**src/rtl/serial_subtractor_nbit_pkg.sv**
```systemverilog
// Shared types for the bit-serial subtractor: FSM state encoding and default width.
// Optional feature macro used across this slice: SERIAL_SUB_SIGNED_OVF_EN.
package serial_sub_pkg;

   typedef enum logic [1:0] {IDLE, SHIFT, DONE} sub_state_t;

   localparam int DEFAULT_NUM_BITS = 4;

endpackage

```
**src/rtl/serial_subtractor_nbit_if.sv**
```systemverilog
// Start/done operand bus of the bit-serial subtractor, plus a debug view of its FSM state.
// SERIAL_SUB_SIGNED_OVF_EN adds the signed_ovf result flag.
interface serial_subtractor_nbit_if
   import serial_sub_pkg::*;
#(
   parameter int NUM_BITS = DEFAULT_NUM_BITS
) ();

   // Handshake: start is honoured only while busy=0 (IDLE or DONE); a/b/borrow_in are
   // sampled on that same edge. done is a one-cycle pulse; results hold until the next done.
   logic                start;
   logic [NUM_BITS-1:0] a;
   logic [NUM_BITS-1:0] b;
   logic                borrow_in;
   logic                busy;
   logic                done;
   logic [NUM_BITS-1:0] diff;
   logic                underflow;
   sub_state_t          dbg_state;
`ifdef SERIAL_SUB_SIGNED_OVF_EN
   logic                signed_ovf;

   modport master (output start, a, b, borrow_in,
                   input  busy, done, diff, underflow, dbg_state, signed_ovf);
   modport slave  (input  start, a, b, borrow_in,
                   output busy, done, diff, underflow, dbg_state, signed_ovf);
`else
   modport master (output start, a, b, borrow_in,
                   input  busy, done, diff, underflow, dbg_state);
   modport slave  (input  start, a, b, borrow_in,
                   output busy, done, diff, underflow, dbg_state);
`endif

endinterface

```
**src/rtl/serial_subtractor_nbit_full_subtractor.sv**
```systemverilog
// One-bit full subtractor: d = a - b - bin, with the borrow out of this bit position.
module full_subtractor (
   input  logic a,
   input  logic b,
   input  logic bin,
   output logic d,
   output logic bout
);

   assign d    = a ^ b ^ bin;
   assign bout = (~a & b) | (~(a ^ b) & bin);

endmodule

```
**src/rtl/serial_subtractor_nbit.sv**
```systemverilog
// Bit-serial N-bit subtractor (a - b - borrow_in), LSB first, behind a start/done handshake.
// SERIAL_SUB_SIGNED_OVF_EN adds a registered two's-complement overflow flag.
module serial_subtractor_nbit
   import serial_sub_pkg::*;
#(
   parameter int NUM_BITS = DEFAULT_NUM_BITS
) (
   input logic                     clk,
   input logic                     rst,
   serial_subtractor_nbit_if.slave bus
);

   localparam int              CNT_W    = $clog2(NUM_BITS);
   localparam logic [CNT_W-1:0] LAST_CNT = CNT_W'(NUM_BITS - 1);

   sub_state_t          state_q, state_d;
   logic [NUM_BITS-1:0] a_sh_q, a_sh_d;
   logic [NUM_BITS-1:0] b_sh_q, b_sh_d;
   logic [NUM_BITS-1:0] res_q, res_d;
   logic [NUM_BITS-1:0] diff_q, diff_d;
   logic [CNT_W-1:0]    cnt_q, cnt_d;
   logic                br_q, br_d;
   logic                busy_q, busy_d;
   logic                done_q, done_d;
   logic                uf_q, uf_d;
   logic                bit_d, bit_bout;
   logic                accept;
`ifdef SERIAL_SUB_SIGNED_OVF_EN
   logic                ovf_q, ovf_d;
`endif

   full_subtractor u_fs (
      .a    (a_sh_q[0]),
      .b    (b_sh_q[0]),
      .bin  (br_q),
      .d    (bit_d),
      .bout (bit_bout)
   );

   always_comb begin
      state_d = state_q;
      a_sh_d  = a_sh_q;
      b_sh_d  = b_sh_q;
      res_d   = res_q;
      diff_d  = diff_q;
      cnt_d   = cnt_q;
      br_d    = br_q;
      uf_d    = uf_q;
      done_d  = 1'b0;
`ifdef SERIAL_SUB_SIGNED_OVF_EN
      ovf_d   = ovf_q;
`endif
      accept  = bus.start && (state_q == IDLE || state_q == DONE);

      case (state_q)
         IDLE, DONE: begin
            if (accept) begin
               a_sh_d  = bus.a;
               b_sh_d  = bus.b;
               br_d    = bus.borrow_in;
               res_d   = '0;
               cnt_d   = '0;
               state_d = SHIFT;
            end else begin
               state_d = IDLE;
            end
         end
         SHIFT: begin
            a_sh_d = a_sh_q >> 1;
            b_sh_d = b_sh_q >> 1;
            res_d  = {bit_d, res_q[NUM_BITS-1:1]};
            br_d   = bit_bout;
            cnt_d  = cnt_q + 1'b1;
            if (cnt_q == LAST_CNT) begin
               state_d = DONE;
               done_d  = 1'b1;
               diff_d  = res_d;
               uf_d    = bit_bout;
`ifdef SERIAL_SUB_SIGNED_OVF_EN
               // On the last bit the operand LSBs are the original sign bits.
               ovf_d   = (a_sh_q[0] ^ b_sh_q[0]) & (bit_d ^ a_sh_q[0]);
`endif
            end
         end
         default: state_d = IDLE;
      endcase

      busy_d = (state_d == SHIFT);
   end

   always_ff @(posedge clk) begin
      if (rst) begin
         state_q <= IDLE;
         a_sh_q  <= '0;
         b_sh_q  <= '0;
         res_q   <= '0;
         diff_q  <= '0;
         cnt_q   <= '0;
         br_q    <= 1'b0;
         busy_q  <= 1'b0;
         done_q  <= 1'b0;
         uf_q    <= 1'b0;
`ifdef SERIAL_SUB_SIGNED_OVF_EN
         ovf_q   <= 1'b0;
`endif
      end else begin
         state_q <= state_d;
         a_sh_q  <= a_sh_d;
         b_sh_q  <= b_sh_d;
         res_q   <= res_d;
         diff_q  <= diff_d;
         cnt_q   <= cnt_d;
         br_q    <= br_d;
         busy_q  <= busy_d;
         done_q  <= done_d;
         uf_q    <= uf_d;
`ifdef SERIAL_SUB_SIGNED_OVF_EN
         ovf_q   <= ovf_d;
`endif
      end
   end

   assign bus.busy      = busy_q;
   assign bus.done      = done_q;
   assign bus.diff      = diff_q;
   assign bus.underflow = uf_q;
   assign bus.dbg_state = state_q;
`ifdef SERIAL_SUB_SIGNED_OVF_EN
   assign bus.signed_ovf = ovf_q;
`endif

endmodule

```
**src/flat_wrapper.sv**
```systemverilog
// flat-port wrapper written by rule: the top's interface ports become plain ports
module serial_subtractor_nbit_flat import serial_sub_pkg::*;
#(
   parameter int NUM_BITS = DEFAULT_NUM_BITS
)
  (clk, rst, bus_start, bus_a, bus_b, bus_borrow_in, bus_busy, bus_done, bus_diff, bus_underflow, bus_dbg_state);
  serial_subtractor_nbit_if #(.NUM_BITS(NUM_BITS)) bus_i ();
  input logic clk;
  input logic rst;
  input wire logic [$bits(bus_i.start)-1:0] bus_start;
  input wire logic [$bits(bus_i.a)-1:0] bus_a;
  input wire logic [$bits(bus_i.b)-1:0] bus_b;
  input wire logic [$bits(bus_i.borrow_in)-1:0] bus_borrow_in;
  output wire logic [$bits(bus_i.busy)-1:0] bus_busy;
  output wire logic [$bits(bus_i.done)-1:0] bus_done;
  output wire logic [$bits(bus_i.diff)-1:0] bus_diff;
  output wire logic [$bits(bus_i.underflow)-1:0] bus_underflow;
  output wire logic [$bits(bus_i.dbg_state)-1:0] bus_dbg_state;
  assign bus_i.start = bus_start;
  assign bus_i.a = bus_a;
  assign bus_i.b = bus_b;
  assign bus_i.borrow_in = bus_borrow_in;
  assign bus_busy = bus_i.busy;
  assign bus_done = bus_i.done;
  assign bus_diff = bus_i.diff;
  assign bus_underflow = bus_i.underflow;
  assign bus_dbg_state = bus_i.dbg_state;
  serial_subtractor_nbit #(.NUM_BITS(NUM_BITS)) u_core (.clk(clk), .rst(rst), .bus(bus_i));
endmodule
```
**config.mk**
```make
export PLATFORM = sky130hd
export DESIGN_NAME = serial_subtractor_nbit_flat
export DESIGN_NICKNAME = d
export VERILOG_FILES = /design/src/rtl/serial_subtractor_nbit_pkg.sv /design/src/rtl/serial_subtractor_nbit_if.sv /design/src/rtl/serial_subtractor_nbit_full_subtractor.sv /design/src/rtl/serial_subtractor_nbit.sv /design/src/flat_wrapper.sv
export SDC_FILE = /design/constraint.sdc
export NUM_CORES = 1
export LEC_CHECK = 0
export BUFFER_PORTS_ARGS = -buffer_cell sky130_fd_sc_hd__buf_4
export CAP_MARGIN = 20
export CORE_MARGIN = 10
export CORE_UTILIZATION = 30
export DETAILED_ROUTE_END_ITERATION = 8
export HOLD_SLACK_MARGIN = 0.12
export PLACE_DENSITY = 0.59
export SLEW_MARGIN = 30
export SYNTH_ARGS = -nofsm -noshare
export SYNTH_HDL_FRONTEND = slang
export SYNTH_SLANG_ARGS = --single-unit
```
**constraint.sdc**
```tcl
create_clock -name clk -period 1.6 [get_ports clk]
set_clock_uncertainty 0.05 [all_clocks]
set_input_delay 0.32 -clock clk [delete_from_list [all_inputs] [get_ports clk]]
set_output_delay 0.32 -clock clk [all_outputs]
set_load 0.005 [all_outputs]
```
==> results.ini, run 1 <==
[logic_synthesis]
synth_area_leaders=dfxtp_1, a21oi_1, nand3_1
yosys.area.top_type=dfxtp_1
syn_area_um2=942
synth_edf_count=0
synth_cells=102
ys.flop_type=dfxtp_1
yosysTopAreaCellShare_pct=48.9
syn_avg_cell_area_um2=9.24
ys_ff_latch=23
async_flop_share_pct=0
yosysSeqAreaShare_pct=48.9
ys_types=22
synth_common_cells=dfxtp_1, a21oi_1, nand3_1
yosysMostFrequentCell=dfxtp_1
synth_nets=116
yosys_warnings=0

[worst_setup_path]
cp_max_fo=11
path_class=reg -> reg
end_kind=flip-flop
crit_chain=nand2b_1, buf_4, o21a_1, nor2_1
crit_path_top_delay_cell=dfxtp_1
arrival_ns=1.49
cpPeakStageDelay_ns=0.41
critPathLaunchType=flip-flop
crit_required_ns=1.75

[clock_tree]
clock_latency_ns=0.30
cts-root-buf=clkbuf_4
ctsResizeCount=0
clk_pin_slew_ns=0.12
cts_setup_buffers=0
cts_max_path_buffers=2
clock_sinks=23
cts_tree=done
cts_buffers=3
htreeDepth=1
ctsHoldBuffers=0

[timing]
rsz0062_at_grt=false
period_share_pct=84.0
hold_viol=0
hold_slack_ns=0.207
setup_viol=0
finalSetupTns_ns=0
slew_violations=0
fin_crit_ns=1.34
slew_headroom_pct=72.2
worst_pin_slew_ns=0.416
fmax_ghz=0.744

[die]
start_util_pct=31.1
core-area_um2=3030
dieHeight_um=76.0
io_pins=21
die_width_um=76.0
die_area_um2=5780
rows=20

[global_route]
grt_pass1_wl_mm=3.53
grtUsageTotal_pct=7.25
grt_overflow=0
grt_max_degree=24
grt_pass1_vias=791
grt_antenna_before_repair=0

[pwr]
leakage_nw=0.436
power_w=0.00104
ir_worst_vdd_v=0.000213
p_per_area_nw_per_um2=924

[route]
first_iter_violations=38
viasPerCell=4.63
wire_per_inst_um=11.9
vias=769
ant_nets=0
routed_wl_mm=1.98
remaining_drc_errors=0
dr.pass1.iters=4

[job]
max_cap_viol_count=0

[cells_and_area]
diodes=0
area_growth_pct=19.9
fill_cells=321
drive_above_1_share_pct=26.2
fin_nets=137

[status]
outcome=finished clean

[place]
io_buffers=20
gp_congestion=0.730
dpl.hpwl_mm=1.48

[hold_path]
holdCritPathClass=in -> reg

## cell type report
type / count / area, um2 / share of cell area (%)
sequential: 23 / 460 / 40.8
inverter: 2 / 7.51 / 0.664
timing repair buffer: 26 / 195 / 17.3
multi-input combinational: 67 / 385 / 34.1
clock buffer: 4 / 26.3 / 2.33
tap: 44 / 55.1 / 4.87
## worst paths after layout
kind,slack (ns),start,cells past startpoint,to
worst max-delay path,0.26,u_core.bus.dbg_state[0]$_SDFF_PP0_,4,u_core.bus.busy$_SDFF_PP0_
worst min-delay path,0.21,bus_b[3],3,u_core.b_sh_q[3]$_SDFFE_PP0P_
worst min register to register,0.41,u_core.bus.diff[1]$_SDFFE_PP0P_,2,u_core.bus.diff[1]$_SDFFE_PP0P_
worst max register to register,0.26,u_core.bus.dbg_state[0]$_SDFF_PP0_,4,u_core.bus.busy$_SDFF_PP0_
## cells by family after synthesis
family                   count (synthesis)  share of synthesized area, %
AND/OR/NAND/NOR                         42                          21.6
AO/OA/AOI/OAI                           23                          15.8
adder cells (fa/ha/maj)                  2                          3.45
flip-flops                              23                          48.9
buffers and inverters                   12                          10.2
## report_power, final
part | leakage (nW) | switching [W] | internal, W
Combinational | 0.233 | 0.0000854 | 0.0000814
Sequential | 0.188 | 0.0000177 | 0.000604
Clock | 0.0150 | 0.000159 | 0.0000970
Total | 0.436 | 0.000262 | 0.000782
## layer usage
metal	routed length, um	track usage [%]	part of all wire (%)	up-vias
li1	-	-	-	395
met1	886	8.07	45	361
met2	994	11.9	50	11
met3	67	2.00	3.4	2
met4	34	4.55	1.7	0
met5	0	0	0	-
## state kept, by name, indices dropped and copies added (netlist names)
register,cells
u_core.br_q,1
u_core.res_q,3
u_core.bus.busy,1
u_core.b_sh_q,4
u_core.bus.dbg_state,2
u_core.bus.diff,4
u_core.cnt_q,2
u_core.bus.underflow,1
u_core.bus.done,1
u_core.a_sh_q,4
## critical path: cells and delay by family, from the launching register on
kind	cells	cell delay (ns)
flip-flops	1	0.41
buffers and inverters	1	0.22
AO/OA/AOI/OAI	1	0.14
AND/OR/NAND/NOR	2	0.43
## stage by stage
stage | cell area [um2] | instances | setup slack [ns] | util (%)
global placement | 1100 | 162 | 0.286 | 36.4
detailed placement | 1100 | 162 | 0.278 | 36.4
CTS | 1130 | 166 | 0.254 | 37.3
floorplan | 942 | 102 | 0.461 | -
finish | 1130 | 166 | 0.256 | 37.3
global route | 1130 | 166 | 0.105 | 37.3
## cell usage in the layout, fill, tap and decap left out, drive strengths merged
cell / synthesis / final
a311oi: 2 / 2
and2b: 1 / 1
nand2: 10 / 10
a2bb2oi: 1 / 1
o21a: 1 / 1
dfxtp: 23 / 23
a21oi: 13 / 13
nor3: 10 / 10
buf: 8 / 26
clkbuf: 2 / 4
nand3b: 1 / 1
ha: 1 / 1
inv: 2 / 2
nand2b: 3 / 3
fa: 1 / 1
o22ai: 6 / 6
nand3: 12 / 12
nor2: 4 / 4
nor2b: 1 / 1
(Power assumes the default switching activity.)
==> run 2, diff against run 1 <==
==> constraint.sdc (replaced) <==
create_clock -name clk -period 1.3 [get_ports clk]
set_clock_uncertainty 0.05 [all_clocks]
set_input_delay 0.26 -clock clk [delete_from_list [all_inputs] [get_ports clk]]
set_output_delay 0.26 -clock clk [all_outputs]
set_load 0.005 [all_outputs]
==> run 2 against run 1 <==
First-iteration DRC count is 26% lower. Highest routed layer unchanged. Design area grew 1.1%. Sequential share of layout area decreased by 0.23 points. Via count grew 0.78%. Hold slack got worse by 0.060 ns. Largest power group unchanged. Critical path type unchanged.
==> results.ini, run 2 (synthesis gave the netlist of run 1 again) <==
[timing]
rsz0062_at_grt=false
slew_headroom_pct=83.3
worst_pin_slew_ns=0.249
hold_viol=0
slew_violations=0
setup_viol=0
fmax_ghz=0.810
period_share_pct=95.0
finalSetupTns_ns=0
fin_crit_ns=1.23

[cells_and_area]
regArea_um2=463
fin_cells=166
layout_common_cells=buf_4, dfxtp_1, a21oi_1
final_common_cell=buf_4
multi_input_area_um2=395
fin_nets=137
diodes=0
drive_above_1_share_pct=31.1
fill_cells=324
area_growth_pct=21.2

[pwr]
leakage_nw=0.433
p_switching_w=0.000321
ir_worst_vdd_v=0.000266
p_per_area_nw_per_um2=1130
p_comb_share_pct=16.2
clkPwrFrac_pct=24.2
sequentialPowerShare_pct=59.6
internal_power_w=0.000967
sw_frac_of_total_pct=24.9
power_w=0.00129

[clock_tree]
cts-root-buf=clkbuf_4
clock_latency_ns=0.29
clock_sinks=23
cts_setup_buffers=0
cts_buffers=3
clk_pin_slew_ns=0.12
htreeDepth=1
cts_max_path_buffers=2
cts_tree=done

[worst_setup_path]
r2r.worst_path.cells=4
crit_chain=inv_1, fa_2, nand2_1, a21oi_1
end_kind=flip-flop
regToRegSetupSlack_ns=0.07
critPathLaunchType=flip-flop
crit_path_top_delay_cell=fa_2
path_class=reg -> reg
rr_endpoint=u_core.res_q[3]$_SDFFE_PP0P_
crit_required_ns=1.48
cpPeakStageDelay_ns=0.54
endpoint=u_core.res_q[3]$_SDFFE_PP0P_
arrival_ns=1.42
crit_path_start=u_core.br_q$_SDFFE_PP0P_
cp_max_fo=2
rr_startpoint=u_core.br_q$_SDFFE_PP0P_

[hold_path]
holdCritPathClass=in -> reg
holdPathStages=3
worstHoldStart=bus_b[3]

[route]
dr.pass1.iters=4
vias=775
remaining_drc_errors=0
viasPerCell=4.67
routed_wl_mm=2.02
wire_per_inst_um=12.2
first_iter_violations=28
ant_nets=0

[global_route]
grt_max_degree=24
grt_pass1_wl_mm=3.37
grtUsageTotal_pct=6.84
grt_pass1_vias=784
grt_antenna_before_repair=0
grt_overflow=0

[die]
start_util_pct=31.1
core-area_um2=3030
rows=20
dieHeight_um=76.0
io_pins=21
die_area_um2=5780
die_width_um=76.0

[job]
max_cap_viol_count=0

[place]
io_buffers=20
dp.cells=162
gp_congestion=0.785
dpl.hpwl_mm=1.54

[status]
outcome=finished clean

==> run 2: cell counts in the layout (fill, tap and decap cells not counted) <==
No cell type changed its count.
==> run 2: repair_timing <==
| item | 4_1_cts | 5_1_grt |
|---|---|---|
| gates resized for setup | 0 | 6 |
| endpoints found under the setup margin | 0 | 13 |
| hold buffers | 0 | 0 |
==> run 2: worst min path at each step <==
stage                                           end  slack, ns
global placement    u_core.bus.diff[3]$_SDFFE_PP0P_       0.40
finish                u_core.b_sh_q[3]$_SDFFE_PP0P_       0.15
floorplan             u_core.b_sh_q[0]$_SDFFE_PP0P_       0.28
detailed placement  u_core.bus.diff[2]$_SDFFE_PP0P_       0.40
CTS                   u_core.b_sh_q[3]$_SDFFE_PP0P_       0.14
global route          u_core.a_sh_q[3]$_SDFFE_PP0P_       0.14
==> run 2: layer usage <==
metal / GRT usage [%] / part of all wire, %
met5: 0 / 0
met1: 7.54 / 43
met3: 1.53 / 2.9
met2: 11.7 / 52
met4: 3.98 / 1.8
==> run 2: cell type report <==
type                       instances  area share (%)
inverter                           2           0.657
clock buffer                       4            2.30
tap                               44            4.82
timing repair buffer              26            17.1
sequential                        23            40.5
multi-input combinational         67            34.6
==> run 2: per-stage QoR <==
step	setup slack, ns	util, %	hold WS [ns]	cell area (um2)
5_1_grt	0.00356	37.7	0.137	1140
3_5_place_dp	0.0686	36.4	0.402	1100
6_report	0.0652	37.7	0.146	1140
2_1_floorplan	0.161	-	0.278	942
3_3_place_gp	0.0982	36.4	0.397	1100
4_1_cts	0.0352	37.3	0.139	1130
==> run 2: worst max-delay path, delay by kind of cell, from the launching register on <==
| kind | cells | cell delay (ns) |
|---|---|---|
| adders and majority gates | 1 | 0.54 |
| DFF | 1 | 0.34 |
| AOI/OAI and AO/OA | 1 | 0.13 |
| and+or+nand+nor | 1 | 0.06 |
| buffers and inverters | 1 | 0.05 |
==> run 2: power by group through the flow <==
stage / clock [W] / combinational [W] / sequential, W
floorplan: 0 / 0.000161 / 0.000776
global placement: 0 / 0.000201 / 0.000781
detailed placement: 0 / 0.000208 / 0.000781
CTS: 0.000327 / 0.000209 / 0.000765
global route: 0.000361 / 0.000235 / 0.000773
finish: 0.000311 / 0.000209 / 0.000767
==> run 3, diff against run 2 <==
--- a/config.mk
+++ b/config.mk
@@ -7,6 +7,7 @@
 export LEC_CHECK = 0
 export BUFFER_PORTS_ARGS = -buffer_cell sky130_fd_sc_hd__buf_4
 export CAP_MARGIN = 20
+export CORE_ASPECT_RATIO = 0.7
 export CORE_MARGIN = 10
 export CORE_UTILIZATION = 30
 export DETAILED_ROUTE_END_ITERATION = 8
==> run 3 against run 2 <==
Power grew 10%. Wire length grew 8.9%. First-iteration DRC count is 54% higher. Largest cell class unchanged. Global-route usage up 0.97 points. Register-to-register slack hardly changed. Sequential share of layout area shrank 1.4 points. Critical path depth is 1 higher. Largest power group unchanged. Non-clock buffer count is 5 higher. Sequential cell count unchanged. Sequential power barely moved. Combinational power increased by 5%.
==> results.ini, run 3 (synthesis gave the netlist of run 1 again) <==
[status]
outcome=finished clean

[route]
routed_wl_mm=2.20
first_iter_violations=43
vias=807
dr.pass1.iters=4
viasPerCell=4.95
ant_nets=0
wire_per_inst_um=13.5
remaining_drc_errors=0

[worst_setup_path]
rr_startpoint=u_core.bus.dbg_state[0]$_SDFF_PP0_
r2r.worst_path.cells=5
end_kind=flip-flop
regToRegSetupSlack_ns=0.08
crit_required_ns=1.40
path_class=reg -> reg
cp_max_fo=6
arrival_ns=1.32
critPathLaunchType=flip-flop
rr_endpoint=u_core.b_sh_q[1]$_SDFFE_PP0P_

[clock_tree]
cts_buffers=3
ctsHoldBuffers=0
htreeDepth=1
clock_sinks=23
clk_pin_slew_ns=0.08
clock_latency_ns=0.26
cts_tree=done
cts_max_path_buffers=2
cts-root-buf=clkbuf_8

[job]
max_cap_viol_count=0

[timing]
slew_violations=0
fin_crit_ns=1.22
worst_pin_slew_ns=0.260
setup_viol=0
hold_viol=0
period_share_pct=94.1
fmax_ghz=0.818
slew_headroom_pct=82.7

[cells_and_area]
final_common_cell=buf_4
diodes=0
fin_area_um2=1180
layout_common_cells=buf_4, dfxtp_1, a21oi_1
fin_nets=142
drive_above_1_share_pct=30.7
area_growth_pct=25.2

[pwr]
sequentialPowerShare_pct=53.9
leakage_nw=0.468
p_switching_w=0.000350
ir_worst_vdd_v=0.000696
p_per_area_nw_per_um2=1200
p_comb_share_pct=15.5
clkPwrFrac_pct=30.6
power_w=0.00142
internal_power_w=0.00107
sw_frac_of_total_pct=24.6

[place]
dpl.hpwl_mm=1.62
io_buffers=20
gp_congestion=0.781
dpl-instance-area_um2=1120

[die]
io_pins=21
start_util_pct=32.5
core-area_um2=2900
die_area_um2=5820
dieHeight_um=66.9
rows=16
die_width_um=87.0

[hold_path]
holdPathEnd=u_core.b_sh_q[3]$_SDFFE_PP0P_
worstHoldStart=bus_b[3]
holdPathStages=3
holdCritPathClass=in -> reg

[global_route]
met2_usage_pct=11.7
grt_antenna_before_repair=0
use_met3_pct=4.13
grt.busiest_layer=met2
grt_overflow=0
grt_pass1_wl_mm=3.68
grt_max_degree=24
grtUsageTotal_pct=7.81
grt_pass1_vias=779
met1_usage_pct=10.0

## run 3: cell count changes in the layout (fill, tap and decap cells not counted), sizes merged
cell	change
buf	+5
## run 3: worst max path at each step
stage | cells past startpoint | endpoint | slack (ns) | from
CTS | 4 | u_core.bus.diff[3]$_SDFFE_PP0P_ | 0.08 | u_core.b_sh_q[0]$_SDFFE_PP0P_
detailed placement | 3 | u_core.b_sh_q[0]$_SDFFE_PP0P_ | 0.02 | u_core.bus.dbg_state[0]$_SDFF_PP0_
finish | 5 | u_core.b_sh_q[1]$_SDFFE_PP0P_ | 0.08 | u_core.bus.dbg_state[0]$_SDFF_PP0_
global placement | 4 | u_core.b_sh_q[2]$_SDFFE_PP0P_ | 0.11 | u_core.bus.dbg_state[0]$_SDFF_PP0_
global route | 4 | u_core.b_sh_q[1]$_SDFFE_PP0P_ | -0.009 | u_core.bus.dbg_state[1]$_SDFF_PP0_
floorplan | 4 | u_core.bus.diff[3]$_SDFFE_PP0P_ | 0.16 | u_core.b_sh_q[0]$_SDFFE_PP0P_
## run 3: repair_timing
action / CTS / global route
setup buffers: 0 / 1
resized for setup: 1 / 1
endpoints found under the setup margin: 1 / 2
pin swaps: 0 / 1
## run 3: power by group through the flow
stage	clock network (W)	registers (W)	logic, W
2_1_floorplan	0	0.000776	0.000161
3_3_place_gp	0	0.000780	0.000216
3_5_place_dp	0	0.000781	0.000218
4_1_cts	0.000451	0.000765	0.000219
5_1_grt	0.000495	0.000772	0.000245
6_report	0.000435	0.000767	0.000220
## run 3: layout make-up
cell class | instances | area [um2]
Timing Repair Buffer | 31 | 233
Tap cell | 36 | 45.0
Inverter | 2 | 7.51
Sequential cell | 23 | 462
Clock buffer | 4 | 45.0
Multi-Input combinational cell | 67 | 388
Fill cell | 294 | 1720
## run 3: metrics by stage
step / setup slack, ns / setup TNS, ns / cells / util (%) / hold WS (ns)
after detailed placement: 0.0184 / 0 / 158 / 38.7 / 0.401
after global placement: 0.113 / 0 / 158 / 38.7 / 0.395
after CTS: 0.0752 / 0 / 162 / 40.3 / 0.190
final: 0.0771 / 0 / 163 / 40.6 / 0.193
after global routing: -0.00875 / -0.0202 / 163 / 40.6 / 0.197
after floorplan: 0.161 / 0 / 102 / - / 0.278
## run 3: per-layer routing
metal	part of all wire (%)	up-vias
li1	-	402
met1	50	386
met2	44	19
met3	6.7	0
met4	0	0
met5	0	-
## run 3: worst max-delay path: stages (launching register included)
cell	delay [ns]
dfxtp_1	0.37
nor2b_1	0.15
buf_4	0.16
buf_4	0.16
nor3_1	0.17
nor3_1	0.06
